## src/rtl/mini_src_pkg.sv

```systemverilog
// Shared constants and types for the Mini SRC control sequencer.
// Opcodes, bus-source codes, ALU codes, sequencer states and control bundle.
package mini_src_pkg;

   localparam logic [4:0] OP_BR   = 5'b01001;
   localparam logic [4:0] OP_JR   = 5'b01010;
   localparam logic [4:0] OP_JAL  = 5'b01011;
   localparam logic [4:0] OP_NOP  = 5'b11001;
   localparam logic [4:0] OP_HALT = 5'b11010;

   localparam logic [4:0] BUS_NONE = 5'b00000;
   localparam logic [4:0] BUS_PC   = 5'b10100;
   localparam logic [4:0] BUS_ZLOW = 5'b10011;
   localparam logic [4:0] BUS_MDR  = 5'b10101;
   localparam logic [4:0] BUS_C    = 5'b01100;

   localparam logic [3:0] ALU_NONE = 4'b0000;
   localparam logic [3:0] ALU_ADD  = 4'b0011;

   localparam logic [4:0] S_IDLE = 5'd0;
   localparam logic [4:0] F_T0   = 5'd1;
   localparam logic [4:0] F_T1   = 5'd2;
   localparam logic [4:0] F_T1W  = 5'd3;
   localparam logic [4:0] F_T2   = 5'd4;
   localparam logic [4:0] DEC    = 5'd5;
   localparam logic [4:0] BR_T3  = 5'd6;
   localparam logic [4:0] BR_T4  = 5'd7;
   localparam logic [4:0] BR_T5  = 5'd8;
   localparam logic [4:0] BR_T6  = 5'd9;
   localparam logic [4:0] JR_T3  = 5'd10;
   localparam logic [4:0] JAL_T3 = 5'd11;
   localparam logic [4:0] JAL_T4 = 5'd12;
   localparam logic [4:0] S_HALT = 5'd13;

   typedef struct packed {
      logic br;
      logic jr;
      logic jal;
      logic nop;
      logic halt;
      logic illegal;
   } op_class_t;

   // Only the controls this sequencer ever asserts; the rest are tied low in the top.
   typedef struct packed {
      logic       inc_pc;
      logic       e_pc;
      logic       e_ir;
      logic       e_y;
      logic       e_z;
      logic       e_mar;
      logic       e_mdr;
      logic       e_ra;
      logic       e_con_ff;
      logic       ram_read;
      logic       mdr_read;
      logic       gra;
      logic       e_rout;
      logic       imm_sel;
      logic [3:0] alu_op;
      logic [4:0] bus_sel;
   } ctrl_t;

   function automatic logic [4:0] opcode_of(input logic [31:0] ir);
      return ir[31:27];
   endfunction

endpackage

```

## src/rtl/control_unit_opcode_decoder.sv

```systemverilog
// Classifies a 5-bit opcode into one-hot control-flow classes.
// Purely combinational, zero latency, no flow control.
module opcode_decoder
   import mini_src_pkg::*;
(
   input  logic [4:0] opcode,
   output op_class_t  op_class
);

   always_comb begin
      op_class = '0;
      case (opcode)
         OP_BR:   op_class.br      = 1'b1;
         OP_JR:   op_class.jr      = 1'b1;
         OP_JAL:  op_class.jal     = 1'b1;
         OP_NOP:  op_class.nop     = 1'b1;
         OP_HALT: op_class.halt    = 1'b1;
         default: op_class.illegal = 1'b1;
      endcase
   end

endmodule

```

## src/rtl/control_unit.sv

```systemverilog
// Hardwired Moore sequencer: fetch, decode, control-flow execute for Mini SRC.
// Fetch takes 4+MEM_WAIT cycles to DEC; stop parks the sequencer in S_IDLE at an instruction boundary.
module control_unit
   import mini_src_pkg::*;
#(
   parameter int MEM_WAIT = 1
) (
   input  logic        clock,
   input  logic        clear,
   input  logic        stop,
   input  logic [31:0] IR,
   input  logic        CON_out,
   output logic        incPC,
   output logic        e_PC,
   output logic        e_IR,
   output logic        e_Y,
   output logic        e_Z,
   output logic        e_MAR,
   output logic        e_MDR,
   output logic        e_RA,
   output logic        e_CON_FF,
   output logic        ram_read,
   output logic        ram_write,
   output logic        MDR_read,
   output logic        Gra,
   output logic        Grb,
   output logic        Grc,
   output logic        e_Rin,
   output logic        e_Rout,
   output logic        BAout,
   output logic        imm_sel,
   output logic [3:0]  ALU_op,
   output logic [4:0]  BusDataSelect,
   output logic        run,
   output logic        illegal_op
);

   localparam int CW = (MEM_WAIT > 1) ? $clog2(MEM_WAIT) : 1;

   logic [4:0]    state, nxt;
   logic [CW-1:0] wait_cnt;
   logic          wait_done;
   logic          illegal_q;
   op_class_t     op_class;
   ctrl_t         ctrl;
   logic          ir_unused;

   assign ir_unused = ^IR[26:0];
   assign wait_done = (wait_cnt == CW'(MEM_WAIT - 1));

   opcode_decoder u_dec (
      .opcode   (opcode_of(IR)),
      .op_class (op_class)
   );

   always_comb begin
      nxt = state;
      case (state)
         S_IDLE: if (!stop) nxt = F_T0;
         F_T0:   nxt = F_T1;
         F_T1:   if (wait_done) nxt = F_T1W;
         F_T1W:  nxt = F_T2;
         F_T2:   nxt = DEC;
         DEC: begin
            nxt = S_IDLE;
            if (op_class.br)                           nxt = BR_T3;
            else if (op_class.jr)                      nxt = JR_T3;
            else if (op_class.jal)                     nxt = JAL_T3;
            else if (op_class.halt)                    nxt = S_HALT;
            else if (op_class.nop || op_class.illegal) nxt = S_IDLE;
         end
         BR_T3:  nxt = BR_T4;
         BR_T4:  nxt = BR_T5;
         BR_T5:  nxt = BR_T6;
         BR_T6:  nxt = S_IDLE;
         JR_T3:  nxt = S_IDLE;
         JAL_T3: nxt = JAL_T4;
         JAL_T4: nxt = S_IDLE;
         S_HALT: nxt = S_HALT;
         default: nxt = S_IDLE;
      endcase
   end

   // illegal_op is registered so it surfaces in the S_IDLE cycle after DEC, keeping IR off the output path.
   always_ff @(posedge clock or posedge clear) begin
      if (clear) begin
         state     <= S_IDLE;
         wait_cnt  <= '0;
         illegal_q <= 1'b0;
      end else begin
         state     <= nxt;
         wait_cnt  <= (state == F_T1 && !wait_done) ? wait_cnt + CW'(1) : '0;
         illegal_q <= (state == DEC) && op_class.illegal;
      end
   end

   always_comb begin
      ctrl = '0;
      case (state)
         F_T0: begin
            ctrl.bus_sel = BUS_PC;
            ctrl.e_mar   = 1'b1;
            ctrl.inc_pc  = 1'b1;
         end
         F_T1:  ctrl.ram_read = 1'b1;
         F_T1W: begin
            ctrl.mdr_read = 1'b1;
            ctrl.e_mdr    = 1'b1;
         end
         F_T2: begin
            ctrl.bus_sel = BUS_MDR;
            ctrl.e_ir    = 1'b1;
         end
         BR_T3: begin
            ctrl.gra      = 1'b1;
            ctrl.e_rout   = 1'b1;
            ctrl.e_con_ff = 1'b1;
         end
         BR_T4: begin
            ctrl.bus_sel = BUS_PC;
            ctrl.e_y     = 1'b1;
         end
         BR_T5: begin
            ctrl.bus_sel = BUS_C;
            ctrl.imm_sel = 1'b1;
            ctrl.alu_op  = ALU_ADD;
            ctrl.e_z     = 1'b1;
         end
         BR_T6: begin
            ctrl.bus_sel = BUS_ZLOW;
            ctrl.e_pc    = CON_out;
         end
         JR_T3, JAL_T4: begin
            ctrl.gra    = 1'b1;
            ctrl.e_rout = 1'b1;
            ctrl.e_pc   = 1'b1;
         end
         JAL_T3: begin
            ctrl.bus_sel = BUS_PC;
            ctrl.e_ra    = 1'b1;
         end
         default: ctrl = '0;
      endcase
   end

   assign incPC         = ctrl.inc_pc;
   assign e_PC          = ctrl.e_pc;
   assign e_IR          = ctrl.e_ir;
   assign e_Y           = ctrl.e_y;
   assign e_Z           = ctrl.e_z;
   assign e_MAR         = ctrl.e_mar;
   assign e_MDR         = ctrl.e_mdr;
   assign e_RA          = ctrl.e_ra;
   assign e_CON_FF      = ctrl.e_con_ff;
   assign ram_read      = ctrl.ram_read;
   assign ram_write     = 1'b0;
   assign MDR_read      = ctrl.mdr_read;
   assign Gra           = ctrl.gra;
   assign Grb           = 1'b0;
   assign Grc           = 1'b0;
   assign e_Rin         = 1'b0;
   assign e_Rout        = ctrl.e_rout;
   assign BAout         = 1'b0;
   assign imm_sel       = ctrl.imm_sel;
   assign ALU_op        = ctrl.alu_op;
   assign BusDataSelect = ctrl.bus_sel;
   assign run           = (state != S_HALT);
   assign illegal_op    = illegal_q;

endmodule

```

## config.mk

```make
export PLATFORM = sky130hd
export DESIGN_NAME = control_unit
export DESIGN_NICKNAME = d
export VERILOG_FILES = /design/src/rtl/mini_src_pkg.sv /design/src/rtl/control_unit_opcode_decoder.sv /design/src/rtl/control_unit.sv
export SDC_FILE = /design/constraint.sdc
export NUM_CORES = 1
export LEC_CHECK = 0
export BUFFER_PORTS_ARGS = -buffer_cell sky130_fd_sc_hd__buf_2
export CORE_MARGIN = 1
export CORE_UTILIZATION = 33
export CTS_CLUSTER_SIZE = 16
export DETAILED_ROUTE_END_ITERATION = 10
export PLACE_DENSITY = 0.75
export SKIP_CTS_REPAIR_TIMING = 1
export SLEW_MARGIN = 15
export SYNTH_ARGS = -nofsm -noshare
export SYNTH_HDL_FRONTEND = slang
export SYNTH_SLANG_ARGS = --single-unit
```

## constraint.sdc

```tcl
create_clock -name clock -period 1.3 [get_ports clock]
set_input_delay 0.065 -clock clock [delete_from_list [all_inputs] [get_ports clock]]
set_output_delay 0.065 -clock clock [all_outputs]
set_load 0.05 [all_outputs]
```

* Word level (Yosys, flattened, before mapping) *
Cells that the tools add are included.
W data, S select, Z words.

storage, ports and cells
  output and inout port bits = 30
  word-level logic and storage cells = 58
  bits in registers = 7
  input bits = 36

operators by class
  mux-type cells = 25
  equality and inequality tests = 21
  add/subtract/negate cells = 1
  reduce and logical (&&, ||, !) cells = 8

operators by type and width
  cell                   number
  $pmux W5 S11           1
  $eq A5 B4 Y1 const B   9
  $eq A5 B3 Y1 const B   4
  $pmux W5 S4            1
  $mux W4                4
  $mux W5                3
  $mux W1                14
  $eq A5 B2 Y1 const B   2
  $eq A5 B5 Y1 const B   2
  $reduce_or A3 Y1       2
  $eq A5 B1 Y1 const B   1
  $logic_not A5 Y1       1
  $ne A5 B4 Y1 const B   1
  $reduce_or A5 Y1       1
  $ne A2 B2 Y1 const B   2
  $logic_and A1 B1 Y1    2
  $mux W2                1
  $pmux W1 S2            1
  $reduce_and A2 Y1      1
  $reduce_or A2 Y1       1
  $add A1 B1 Y1 const B  1

* Depth between registers and ports, before layout *
Gate-level depths: netlist of the first run.

  depth after elaboration = 7
  gate-level depth with buffers = 6
  gate-level depth less buffers = 3

* Cells and area by module *
From an unflattened synthesis of the first run, not the netlist that was laid out.

unflattened totals
  cells, all modules = 98
  area total of the unflattened synthesis = 704.4 um^2

modules (own cells, without submodules)
  module          cells an instance  area each (um^2)  sequential area each (um^2)  times used
  control_unit    87                 631.9             150.1                        1
  opcode_decoder  11                 72.6              0.0                          1

* Least setup slack after synthesis of the first run *
Ideal clock, no wire load.

  path type = register to output
  from = reg state[1]
  to = out ALU_op[0]
  buffers on the path = 2
  data arrival time = 2.974 ns
  path slack = -1.739 ns
  cell stages (with the launch flop) = 4
  required time = 1.235 ns
  cells stage by stage = dfrtp_1 buf_6 nor4b_1 buf_4

between the ends
  longest elaborated chain between the ends = 2

RTL lines
  element                   RTL line            text
  start: declaration        control_unit.sv:40  logic [4:0] state, nxt;
  start signal: assignment  control_unit.sv:91  state <= nxt;
  $eq A5 B4 Y1              control_unit.sv:99  case (state)
  $mux W5                   control_unit.sv:99
  end: declaration          control_unit.sv:32  output logic [3:0] ALU_op,

Every way passes these cells.

* Final worst setup path of the first run *
  from = reg state[0]
  to = out BusDataSelect[0]

between the ends
  longest elaborated chain between the ends = 3
  elaborated cells between the ends (all ways) = 8
  classes of those cells = eq/ne: 6; mux: 1; reduce/logical: 1

RTL lines
  element                                     RTL line            text
  $eq A5 B4 Y1, or another cell as far along  control_unit.sv:99
  $reduce_or A3 Y1 (no line)                  n/a
  $pmux W5 S4 (*)                             control_unit.sv:99
  end: declaration                            control_unit.sv:33  output logic [4:0] BusDataSelect,

Mark *: on every way between the ends. The rest lies on a longest branch, timed or not.

==> reports/summary.log, run 1 <==
INFO  worst_setup_path critical_path_peak_fanout=5
INFO  sta            max_freq=639MHz
INFO  run            max_cap_viol_count=0
INFO  hold_path      min_path_cells=3
INFO  clock_network  tritoncts.num_buffers=3
INFO  sta            final_critical_path_setup_slack=-264ps
INFO  yosys          synthesis.yosys.warnings=0
INFO  sta            final_hold_viol_count=0
INFO  clock_network  cts.sinks=6
INFO  sta            setup_viol=26
INFO  finish         n_fill_cell=134
INFO  finish         layout-area-overhead-vs-synth=110%
INFO  sta            finalCritPeriodShare=120%
INFO  route          drcViolationCount=0
INFO  die            die_y=48.9µm
INFO  clock_network  clock_tree_from_tritoncts=done
INFO  finish         layout.nets=183
INFO  grt            grt_start_max_net_pins=11
INFO  finish         seq_area=155µm²
INFO  yosys          dominant_register_cell_in_the_synthesized_netlist=sky130_fd_sc_hd__dfrtp_1
INFO  finish         instances_no_fill=173
INFO  die            die_width=48.9µm
INFO  power_and_ir_drop power.density_cell_area=2930nW/µm²
INFO  yosys          mappedNetlistArea=727µm²
INFO  route          finalWirelength=2600µm
INFO  route          drt_pass1_iterations=4
INFO  route          antenna_violating_nets_post_route=0
INFO  outcome        outcome=finished, violations left
INFO  grt            number_of_antenna_violations_at_the_first_check_in_global_routing=0
INFO  yosys          instance_count_of_the_mapped_netlist=93
INFO  hold_path      hold-path-endpoint=state[0]$_DFFE_PP0P_
INFO  place          gp_congestion=0.824
INFO  yosys          yosysUniqueCellTypes=33
INFO  clock_network  clock_insertion_delay_worst_skew=250ps
INFO  route          vias_per_cell=5.05
INFO  worst_setup_path timing.reg2reg.setup_slack=-50ps
INFO  worst_setup_path timing.critical_path.from_type=register
INFO  sta            period_needed=1560ps
INFO  die            die_area=2390µm²
INFO  clock_network  clk_path_buf_depth=2
INFO  yosys          synth-edff-count=0
INFO  worst_setup_path worst_r2r_startpoint=state[0]$_DFFE_PP0P_
INFO  route          dr_wl_met3=49µm
INFO  sta            fin_worst_skew=5.28ps
INFO  worst_setup_path cp_data_arrival_time=1500ps
INFO  finish         post_route_cells_drive_above_1_share=69.2%
INFO  route          wl_per_cell=15.0µm
INFO  outcome        failed_checks=setup timing
INFO  worst_setup_path r2r_cells=5
INFO  route          detailroute.via_count=873
INFO  worst_setup_path critical_path_class=register to output port
INFO  route          met2RoutedLength=1520µm
INFO  hold_path      holdCritStartpoint=stop
INFO  clock_network  cts_htree_levels=1
INFO  die            floorplan.initialDensity=36.0%
INFO  route          first_iter_violations=20
INFO  power_and_ir_drop leakage=0.678nW
INFO  place          place_hpwl=1560µm
INFO  sta            rsz0062_at_grt=yes
INFO  power_and_ir_drop ir_worst_vdd=0.00220V
INFO  worst_setup_path endpoint_kind=output port
INFO  finish         area_of_the_multi_input_gates=618µm²
INFO  route          maxUsedRoutingLayer=met4
INFO  die            ios=66
INFO  die            core-area=2020µm²
INFO  clock_network  cts_root_buf=sky130_fd_sc_hd__clkbuf_4
INFO  place          total_placed_cells_including_tap_cells=161
INFO  yosys          synthesis.area_per_instance=7.82µm²
INFO  worst_setup_path critical_path.reg2reg.endpoint=state[3]$_DFFE_PP0P_
INFO  grt            globalRouteTotalUtil=17.2%
INFO  yosys          synth.ff_latch_count=6
INFO  die            rows=16
INFO  sta            fin_hold_ws=114ps
INFO  worst_setup_path critical_path_required=1240ps
INFO  grt            grt_pass1_vias=754
INFO  place          place.port_buffers=31
INFO  yosys          seq_area_frac_synth=20.7%
INFO  grt            globalRouteOverflowTotal=0
INFO  grt            global_route_wire_length_before_repair=3190µm
INFO  finish         num_antenna_cells=0
INFO  clock_network  clk_pin_slew_worst_paths=50ps
INFO  sta            timing.final.max_slew_violations=0
INFO  hold_path      min-delay-path-class=input port to register
INFO  yosys          postSynth.asyncResetShare=100%
INFO  route          routedLengthMet1=973µm
synthesized netlist by cell type (3+ instances only):
master / count / share of area [%]
sky130_fd_sc_hd__buf_6: 4 / 6.2
sky130_fd_sc_hd__nor3_1: 4 / 2.8
sky130_fd_sc_hd__inv_1: 7 / 3.6
sky130_fd_sc_hd__a21oi_1: 6 / 4.1
sky130_fd_sc_hd__buf_4: 15 / 15
sky130_fd_sc_hd__o21ai_0: 4 / 2.8
sky130_fd_sc_hd__nor2_1: 8 / 4.1
sky130_fd_sc_hd__dfrtp_1: 6 / 21
sky130_fd_sc_hd__nor2b_1: 3 / 2.6
sky130_fd_sc_hd__nand2_1: 7 / 3.6
sky130_fd_sc_hd__and3b_1: 3 / 3.6
routing by layer:
metal | vias to the layer above | global-route usage [%]
li1 | 407 | -
met1 | 430 | 18.0
met2 | 30 | 34.5
met3 | 6 | 0.935
met4 | 0 | 7.84
met5 | - | 0
area by class of cell:
cell class,count,share of cell area [%]
clock buffer,4,1.72
tap,27,2.21
sequential,6,10.1
multi-input combinational,66,40.4
inverter,7,2.21
timing repair buffer,63,43.3
kinds of logic after synthesis:
logic type | after synthesis | share of synthesized area (%)
AOI/OAI and AO/OA | 21 | 19.6
other | 1 | 0.516
xor gates and xnor gates | 3 | 3.62
DFF | 6 | 20.7
and+or+nand+nor | 34 | 27.5
buffers and inverters | 28 | 28.1
critical path, cell delays in order (launching register included):
cell and delay [ps]:
sky130_fd_sc_hd__dfrtp_2 440, sky130_fd_sc_hd__nor3b_2 320, sky130_fd_sc_hd__a21oi_1 130, sky130_fd_sc_hd__nor2_4 90, sky130_fd_sc_hd__buf_2 260
through the flow:
| step | util, % | cell area [µm²] | total power [W] | TNS (ps) | setup slack, ps |
|---|---|---|---|---|---|
| CTS | 56.8 | 1150 | 0.00355 | -6130 | -377 |
| floorplan | - | 931 | 0.00275 | -2320 | -341 |
| global route | 75.6 | 1530 | 0.00466 | -5370 | -319 |
| finish | 75.6 | 1530 | 0.00449 | -4270 | -264 |
| global placement | 55.5 | 1120 | 0.00329 | -367 | -95.8 |
| detailed placement | 55.5 | 1120 | 0.00336 | -779 | -115 |
sequential cells by signal, indices dropped and copies added (netlist names):
| register | cells |
|---|---|
| illegal_op | 1 |
| state | 4 |
| wait_cnt | 1 |
cells in the final DEF (no fill, tap or decap), types with 4 or more instances in the layout:
master / netlist / routed
sky130_fd_sc_hd__nand2_1: 7 / 4
sky130_fd_sc_hd__nor2_4: 0 / 6
sky130_fd_sc_hd__conb_1: 1 / 8
sky130_fd_sc_hd__nor3_4: 0 / 4
sky130_fd_sc_hd__buf_6: 4 / 23
sky130_fd_sc_hd__buf_4: 15 / 15
sky130_fd_sc_hd__buf_2: 1 / 10
sky130_fd_sc_hd__a21oi_1: 6 / 4
sky130_fd_sc_hd__buf_8: 1 / 11
sky130_fd_sc_hd__inv_1: 7 / 4
sky130_fd_sc_hd__dfrtp_2: 0 / 4
power breakdown:
| part | leakage [nW] | internal, W | total (W) | switching (W) |
|---|---|---|---|---|
| combinational | 0.592 | 0.00175 | 0.00391 | 0.00216 |
| sequential | 0.0714 | 0.000263 | 0.000377 | 0.000113 |
| clock | 0.0150 | 0.000117 | 0.000194 | 0.0000771 |
| total | 0.678 | 0.00213 | 0.00449 | 0.00235 |
how the worst max path moves through the flow:
stage,startpoint,endpoint
3_3_place_gp,state[3]$_DFFE_PP0P_,BusDataSelect[4]
5_1_grt,state[3]$_DFFE_PP0P_,BusDataSelect[0]
2_1_floorplan,state[1]$_DFFE_PP0P_,ALU_op[0]
3_5_place_dp,state[3]$_DFFE_PP0P_,BusDataSelect[4]
4_1_cts,state[3]$_DFFE_PP0P_,BusDataSelect[4]
6_report,state[0]$_DFFE_PP0P_,BusDataSelect[0]
No activity file was read; power rests on OpenSTA's default activity.
==> inputs of run 2 (changes only) <==
--- a/config.mk
+++ b/config.mk
@@ -5,9 +5,10 @@
 export SDC_FILE = /design/constraint.sdc
 export NUM_CORES = 1
 export LEC_CHECK = 0
+export ABC_AREA = 1
 export BUFFER_PORTS_ARGS = -buffer_cell sky130_fd_sc_hd__buf_2
 export CORE_MARGIN = 1
-export CORE_UTILIZATION = 33
+export CORE_UTILIZATION = 30
 export CTS_CLUSTER_SIZE = 16
 export DETAILED_ROUTE_END_ITERATION = 10
 export PLACE_DENSITY = 0.75
==> run 2 against run 1 <==
  * The run still ends with setup timing left
  * Core utilization down 11 points
  * Maximum frequency grew 0.35%
  * Final cell count down 3.5%
  * First-iteration DRC count down 20%
  * Die area down 9.9%
  * Total power down 26%
  * Sequential share of layout area increased by 3.3 points
  * Critical endpoint is now BusDataSelect[3]
  * Largest cell class is now multi-input combinational cells
  * Highest routed layer unchanged
==> reports/summary.log, run 2 <==
INFO  power_and_ir_drop power.density_cell_area=2890nW/µm²
INFO  place          place.port_buffers=31
INFO  clock_network  cts.sinks=6
INFO  die            die_area=2160µm²
INFO  worst_setup_path endpoint_kind=output port
INFO  die            rows=15
INFO  sta            rsz0062_at_grt=yes
INFO  worst_setup_path critical_path_required=1240ps
INFO  yosys          seq_area_frac_synth=25.3%
INFO  yosys          dominant_register_cell_in_the_synthesized_netlist=sky130_fd_sc_hd__dfrtp_1
INFO  yosys          synthesis.area_per_instance=5.87µm²
INFO  clock_network  clk_pin_slew_worst_paths=50ps
INFO  outcome        outcome=finished, violations left
INFO  worst_setup_path critical_path_class=register to output port
INFO  yosys          postSynth.asyncResetShare=100%
INFO  worst_setup_path critPathMaxStageDelay=470ps
INFO  outcome        failed_checks=setup timing
INFO  sta            fin_worst_skew=4.01ps
INFO  worst_setup_path critical_path_peak_fanout=6
INFO  route          detailroute.via_count=724
INFO  sta            timing.final.max_slew_violations=0
INFO  hold_path      min-delay-path-class=input port to register
INFO  clock_network  clock_insertion_delay_worst_skew=250ps
INFO  finish         n_fill_cell=129
INFO  sta            finalCritPeriodShare=120%
INFO  power_and_ir_drop p_clk_share=5.3%
INFO  die            floorplan.initialDensity=33.3%
INFO  route          finalWirelength=1740µm
INFO  clock_network  tritoncts.num_buffers=3
INFO  yosys          yosysUniqueCellTypes=13
INFO  worst_setup_path cp_data_arrival_time=1490ps
INFO  power_and_ir_drop internal_power=0.00141W
INFO  yosys          synth_commonest_cells=20 x sky130_fd_sc_hd__nand2_1, 19 x sky130_fd_sc_hd__inv_1, 18 x sky130_fd_sc_hd__nor2_1
INFO  yosys          synth-edff-count=0
INFO  grt            grt_start_max_net_pins=7
INFO  route          wl_per_cell=10.4µm
INFO  power_and_ir_drop swShare=57.8%
INFO  route          drcViolationCount=0
INFO  sta            final_hold_viol_count=0
INFO  yosys          mappedNetlistArea=593µm²
INFO  run            max_cap_viol_count=0
INFO  die            die_width=46.5µm
INFO  worst_setup_path timing.reg2reg.setup_slack=-150ps
INFO  sta            final_critical_path_setup_slack=-259ps
INFO  power_and_ir_drop netSwitchingPower=0.00193W
INFO  worst_setup_path timing.critical_path.from_type=register
INFO  die            core-area=1780µm²
INFO  finish         largest_register_ff_count=4
INFO  sta            totalNegativeSetupSlack=-3030ps
INFO  yosys          synthesis.yosys.warnings=0
INFO  yosys          synth.ff_latch_count=6
INFO  place          place_hpwl=1220µm
INFO  power_and_ir_drop combPwrFrac=83.1%
INFO  die            ios=66
INFO  grt            globalRouteTotalUtil=14.9%
INFO  grt            grt_pass1_vias=597
INFO  place          place_ws=-29.5ps
INFO  yosys          instance_count_of_the_mapped_netlist=101
INFO  finish         seq_area=155µm²
INFO  yosys          post-synth-top-area-cell=sky130_fd_sc_hd__dfrtp_1
INFO  grt            number_of_antenna_violations_at_the_first_check_in_global_routing=0
INFO  clock_network  cts_root_buf=sky130_fd_sc_hd__clkbuf_4
INFO  finish         post_route_cells_drive_above_1_share=61.3%
INFO  route          drt_pass1_iterations=4
INFO  route          antenna_violating_nets_post_route=0
INFO  route          vias_per_cell=4.34
INFO  power_and_ir_drop power.share.sequential=11.6%
INFO  power_and_ir_drop leakage=0.618nW
INFO  place          gp_congestion=0.809
INFO  grt            globalRouteOverflowTotal=0
INFO  finish         layout-area-overhead-vs-synth=94.7%
INFO  route          first_iter_violations=16
INFO  finish         layout.cells.most_common=sky130_fd_sc_hd__buf_6
INFO  grt            global_route_wire_length_before_repair=2260µm
INFO  clock_network  clk_path_buf_depth=2
INFO  sta            setup_viol=22
INFO  yosys          leading_cell_types_by_total_area_after_synthesis=sky130_fd_sc_hd__dfrtp_1 25%, sky130_fd_sc_hd__buf_4 18%, sky130_fd_sc_hd__nand2_1 13%
INFO  sta            max_freq=642MHz
INFO  finish         largest-register=state
INFO  worst_setup_path critPathSlowestCell=sky130_fd_sc_hd__dfrtp_2
INFO  finish         num_antenna_cells=0
INFO  clock_network  cts_htree_levels=1
INFO  finish         layout.nets=180
INFO  yosys          library_cell_with_the_highest_instance_count_after_synthesis=sky130_fd_sc_hd__nand2_1
INFO  worst_setup_path path_cells=nor2_2 > inv_2 > buf_4 > nor2_4 > buf_6
INFO  finish         mostFrequentLayoutCells=15 x sky130_fd_sc_hd__buf_6, 13 x sky130_fd_sc_hd__inv_1, 13 x sky130_fd_sc_hd__buf_4, 9 x sky130_fd_sc_hd__nand2_1, 9 x sky130_fd_sc_hd__buf_2
INFO  finish         area_of_the_multi_input_gates=448µm²
INFO  yosys          synth_top_area_share=25.3%
INFO  sta            period_needed=1560ps
INFO  power_and_ir_drop ir_worst_vdd=0.00178V
INFO  die            die_y=46.5µm
INFO  clock_network  clock_tree_from_tritoncts=done
-- run 2: layout make-up --
type                    count  share of cell area (%)
clock buffers               3                    1.95
repair buffers             45                    36.9
well taps                  25                    2.71
multi-input cells          69                    38.8
inverters                  19                    6.18
flip-flops and latches      6                    13.4
-- run 2: path summary, 6_finish.rpt --
check                                     start                    to  cells after the start
hold / removal                             stop  state[0]$_DFFE_PP0P_                      4
setup reg to reg           state[0]$_DFFE_PP0P_  state[3]$_DFFE_PP0P_                      8
min in group asynchronous                 clear    wait_cnt$_DFF_PP0_                      3
setup / recovery           state[0]$_DFFE_PP0P_      BusDataSelect[3]                      5
hold reg to reg              wait_cnt$_DFF_PP0_  state[0]$_DFFE_PP0P_                      3
max in group asynchronous                 clear  state[2]$_DFFE_PP0P_                      3
-- run 2: cells by family (layout without fill, tap and decap cells) --
group / after synthesis / after routing / synth area share (%)
and+or+nand+nor: 51 / 51 / 35.4
buffers and inverters: 33 / 67 / 29.7
AOI/OAI and AO/OA: 10 / 10 / 8.86
DFF: 6 / 6 / 25.3
other: 1 / 8 / 0.632
-- run 2: through the flow --
| stage | util, % | hold slack (ps) | total power (W) | area, µm² | instances |
|---|---|---|---|---|---|
| after floorplan | - | -144 | 0.00198 | 711 | 108 |
| after global placement | 48.0 | -24.6 | 0.00239 | 856 | 160 |
| after detailed placement | 48.0 | -16.7 | 0.00243 | 856 | 160 |
| after CTS | 49.3 | -276 | 0.00261 | 878 | 163 |
| after global routing | 64.8 | 133 | 0.00351 | 1150 | 167 |
| final | 64.8 | 101 | 0.00333 | 1150 | 167 |
-- run 2: critical path: cells and delay by family (launching register included) --
| family | cells | cell delay, ps |
|---|---|---|
| DFF | 1 | 470 |
| and+or+nand+nor | 2 | 380 |
| buffers and inverters | 3 | 400 |
-- run 2: metal layers --
metal / routed length, µm / GRT usage, % / vias to the layer above
met4: 19 / 8.82 / 0
met3: 83 / 2.35 / 2
met2: 978 / 25.8 / 29
met1: 657 / 16.7 / 322
met5: 0 / 0 / -
li1: - / - / 371
-- run 2: power by group through the flow --
stage / Clock [W] / Combinational [W] / Sequential [W]
6_report: 0.000175 / 0.00277 / 0.000387
5_1_grt: 0.000190 / 0.00292 / 0.000398
4_1_cts: 0.000174 / 0.00210 / 0.000335
3_5_place_dp: 0 / 0.00209 / 0.000338
3_3_place_gp: 0 / 0.00206 / 0.000335
2_1_floorplan: 0 / 0.00163 / 0.000349
==> inputs of run 3 (changes only) <==
--- a/config.mk
+++ b/config.mk
@@ -7,11 +7,13 @@
 export LEC_CHECK = 0
 export ABC_AREA = 1
 export BUFFER_PORTS_ARGS = -buffer_cell sky130_fd_sc_hd__buf_2
+export CELL_PAD_IN_SITES_DETAIL_PLACEMENT = 0
+export CELL_PAD_IN_SITES_GLOBAL_PLACEMENT = 1
 export CORE_MARGIN = 1
-export CORE_UTILIZATION = 30
+export CORE_UTILIZATION = 17
 export CTS_CLUSTER_SIZE = 16
 export DETAILED_ROUTE_END_ITERATION = 10
-export PLACE_DENSITY = 0.75
+export PLACE_DENSITY_LB_ADDON = 0.1
 export SKIP_CTS_REPAIR_TIMING = 1
 export SLEW_MARGIN = 15
 export SYNTH_ARGS = -nofsm -noshare
==> run 3 against run 2 <==
  * The run still ends with setup timing left
  * Total power up 8.4%
  * Setup slack improved by 41 ps
  * Final area up 12%
  * Combinational power is 10% higher
  * Sequential power rose by 3%
  * Global-route usage shrank 5.8 points
  * Critical endpoint is now BusDataSelect[4]
==> reports/summary.log, run 3 (synthesis results as in run 2) <==
INFO  outcome        outcome=finished, violations left
INFO  outcome        failed_checks=setup timing
INFO  finish         largest_register_ff_count=4
INFO  clock_network  clk_path_buf_depth=2
INFO  worst_setup_path worst_r2r_startpoint=state[1]$_DFFE_PP0P_
INFO  sta            setup_viol=21
INFO  sta            final_hold_viol_count=0
INFO  place          gp_congestion=0.734
INFO  clock_network  clk_pin_slew_worst_paths=40ps
INFO  clock_network  clock_tree_from_tritoncts=done
INFO  die            ios=66
INFO  die            core-area=3340µm²
INFO  route          finalWirelength=1790µm
INFO  route          antenna_violating_nets_post_route=0
INFO  worst_setup_path crit_buf_inv=2
INFO  finish         n_fill_cell=366
INFO  hold_path      holdCritStartpoint=stop
INFO  finish         num_antenna_cells=0
INFO  route          vias_per_cell=3.85
INFO  sta            fin_hold_ws=115ps
INFO  power_and_ir_drop power.density_cell_area=2790nW/µm²
INFO  sta            final_critical_path_setup_slack=-217ps
INFO  grt            global_route_wire_length_before_repair=2450µm
INFO  die            rows=21
INFO  clock_network  tritoncts.num_buffers=3
INFO  power_and_ir_drop total_power=0.00361W
INFO  clock_network  cts.sinks=6
INFO  grt            grt_util_met3=0.630%
INFO  clock_network  clock_insertion_delay_worst_skew=240ps
INFO  clock_network  cts_root_buf=sky130_fd_sc_hd__clkbuf_4
INFO  grt            grt_pass1_vias=595
INFO  hold_path      hold-path-endpoint=state[0]$_DFFE_PP0P_
INFO  grt            grt_busiest_layer=met2
INFO  finish         mostFrequentLayoutCells=15 x sky130_fd_sc_hd__buf_8, 14 x sky130_fd_sc_hd__buf_4, 12 x sky130_fd_sc_hd__inv_1, 11 x sky130_fd_sc_hd__buf_6
INFO  run            max_cap_viol_count=0
INFO  clock_network  cts_htree_levels=1
INFO  route          drt_pass1_iterations=4
INFO  place          place_hpwl=1390µm
INFO  finish         layout-area-overhead-vs-synth=118%
INFO  route          drcViolationCount=0
INFO  finish         post_route_cells_drive_above_1_share=62.2%
INFO  worst_setup_path path_cells=buf_6 > nand2_4 > nor2_4 > nor3_4 > nand3_2 > buf_8
INFO  die            die_y=61.1µm
INFO  die            die_width=61.1µm
INFO  die            floorplan.initialDensity=17.8%
INFO  hold_path      min-delay-path-class=input port to register
INFO  worst_setup_path cp_data_arrival_time=1450ps
INFO  sta            rsz0062_at_grt=yes
INFO  place          place.port_buffers=31
INFO  power_and_ir_drop leakage=0.669nW
INFO  die            die_area=3730µm²
INFO  sta            fin_worst_skew=0.896ps
INFO  hold_path      min_path_cells=4
INFO  sta            max_freq=659MHz
INFO  grt            grt_start_max_net_pins=8
INFO  worst_setup_path critPathMaxStageDelay=460ps
INFO  grt            number_of_antenna_violations_at_the_first_check_in_global_routing=0
INFO  worst_setup_path timing.reg2reg.setup_slack=-50ps
INFO  finish         largest-register=state
INFO  route          first_iter_violations=13
INFO  worst_setup_path critPathSlowestCell=sky130_fd_sc_hd__dfrtp_2
INFO  sta            timing.final.max_slew_violations=0
INFO  worst_setup_path critical_path.reg2reg.endpoint=state[3]$_DFFE_PP0P_
INFO  grt            globalRouteTotalUtil=9.09%
INFO  grt            grt_met1_use=11.3%
INFO  route          detailroute.via_count=747
INFO  sta            finalCritPeriodShare=117%
INFO  grt            globalRouteOverflowTotal=0
INFO  worst_setup_path timing.critical_path.from_type=register
INFO  worst_setup_path path_delay_family=flip-flops
INFO  sta            period_needed=1520ps
INFO  finish         layout.nets=186
INFO  worst_setup_path critical_path_class=register to output port
INFO  route          wl_per_cell=9.22µm
INFO  power_and_ir_drop ir_worst_vdd=0.000501V
INFO  worst_setup_path critical_path_peak_fanout=6
INFO  finish         layout.cells.most_common=sky130_fd_sc_hd__buf_8
INFO  grt            grt_use_met2=15.2%
INFO  worst_setup_path endpoint_kind=output port
INFO  worst_setup_path r2r_cells=7
INFO  worst_setup_path critical_path_required=1240ps
## run 3: through the flow
stage	util (%)	TNS [ps]	instances	setup slack [ps]	area [µm²]
2_1_floorplan	-	-745	108	-112	711
3_3_place_gp	27.1	-493	184	-70.3	905
3_5_place_dp	27.1	-493	184	-61.4	905
4_1_cts	27.8	-5290	187	-331	927
5_1_grt	38.8	-4800	194	-307	1290
6_report	38.8	-3100	194	-217	1290
## run 3: layout make-up
cell class	count	area (µm²)	area share, %
multi-input combinational	69	455	35.2
sequential	6	155	12.0
inverter	19	73.8	5.71
clock buffer	3	22.5	1.74
tap	46	57.6	4.45
timing repair buffer	51	529	40.9
## run 3: worst reg2reg max path, cell delays in order (launching register included)
cell and delay (ps):
sky130_fd_sc_hd__dfrtp_2 460, sky130_fd_sc_hd__nor2_4 150, sky130_fd_sc_hd__inv_2 50, sky130_fd_sc_hd__buf_6 110, sky130_fd_sc_hd__nor2_4 240, sky130_fd_sc_hd__buf_4 160, sky130_fd_sc_hd__nor2_1 30, sky130_fd_sc_hd__nand2_1 70
## run 3: power breakdown
part / internal [W] / switching (W) / total [W]
combinational: 0.00127 / 0.00178 / 0.00305
clock: 0.000104 / 0.0000600 / 0.000164
sequential: 0.000266 / 0.000131 / 0.000397
total: 0.00164 / 0.00197 / 0.00361
## run 3: worst max path at each step
stage	to	slack (ps)	from	depth (start not counted)
floorplan	e_Rout	-110	state[2]$_DFFE_PP0P_	6
global placement	BusDataSelect[4]	-70	state[1]$_DFFE_PP0P_	6
detailed placement	BusDataSelect[2]	-60	state[0]$_DFFE_PP0P_	6
CTS	BusDataSelect[2]	-330	state[0]$_DFFE_PP0P_	6
global route	BusDataSelect[4]	-310	state[0]$_DFFE_PP0P_	6
finish	BusDataSelect[4]	-220	state[0]$_DFFE_PP0P_	6
## run 3: layer usage
metal / share of wire (%) / up-vias / wire length (µm)
met1: 41 / 338 / 732
met4: 2.2 / 0 / 40
met5: 0 / - / 0
met3: 2.9 / 4 / 51
met2: 54 / 21 / 964
li1: - / 384 / -
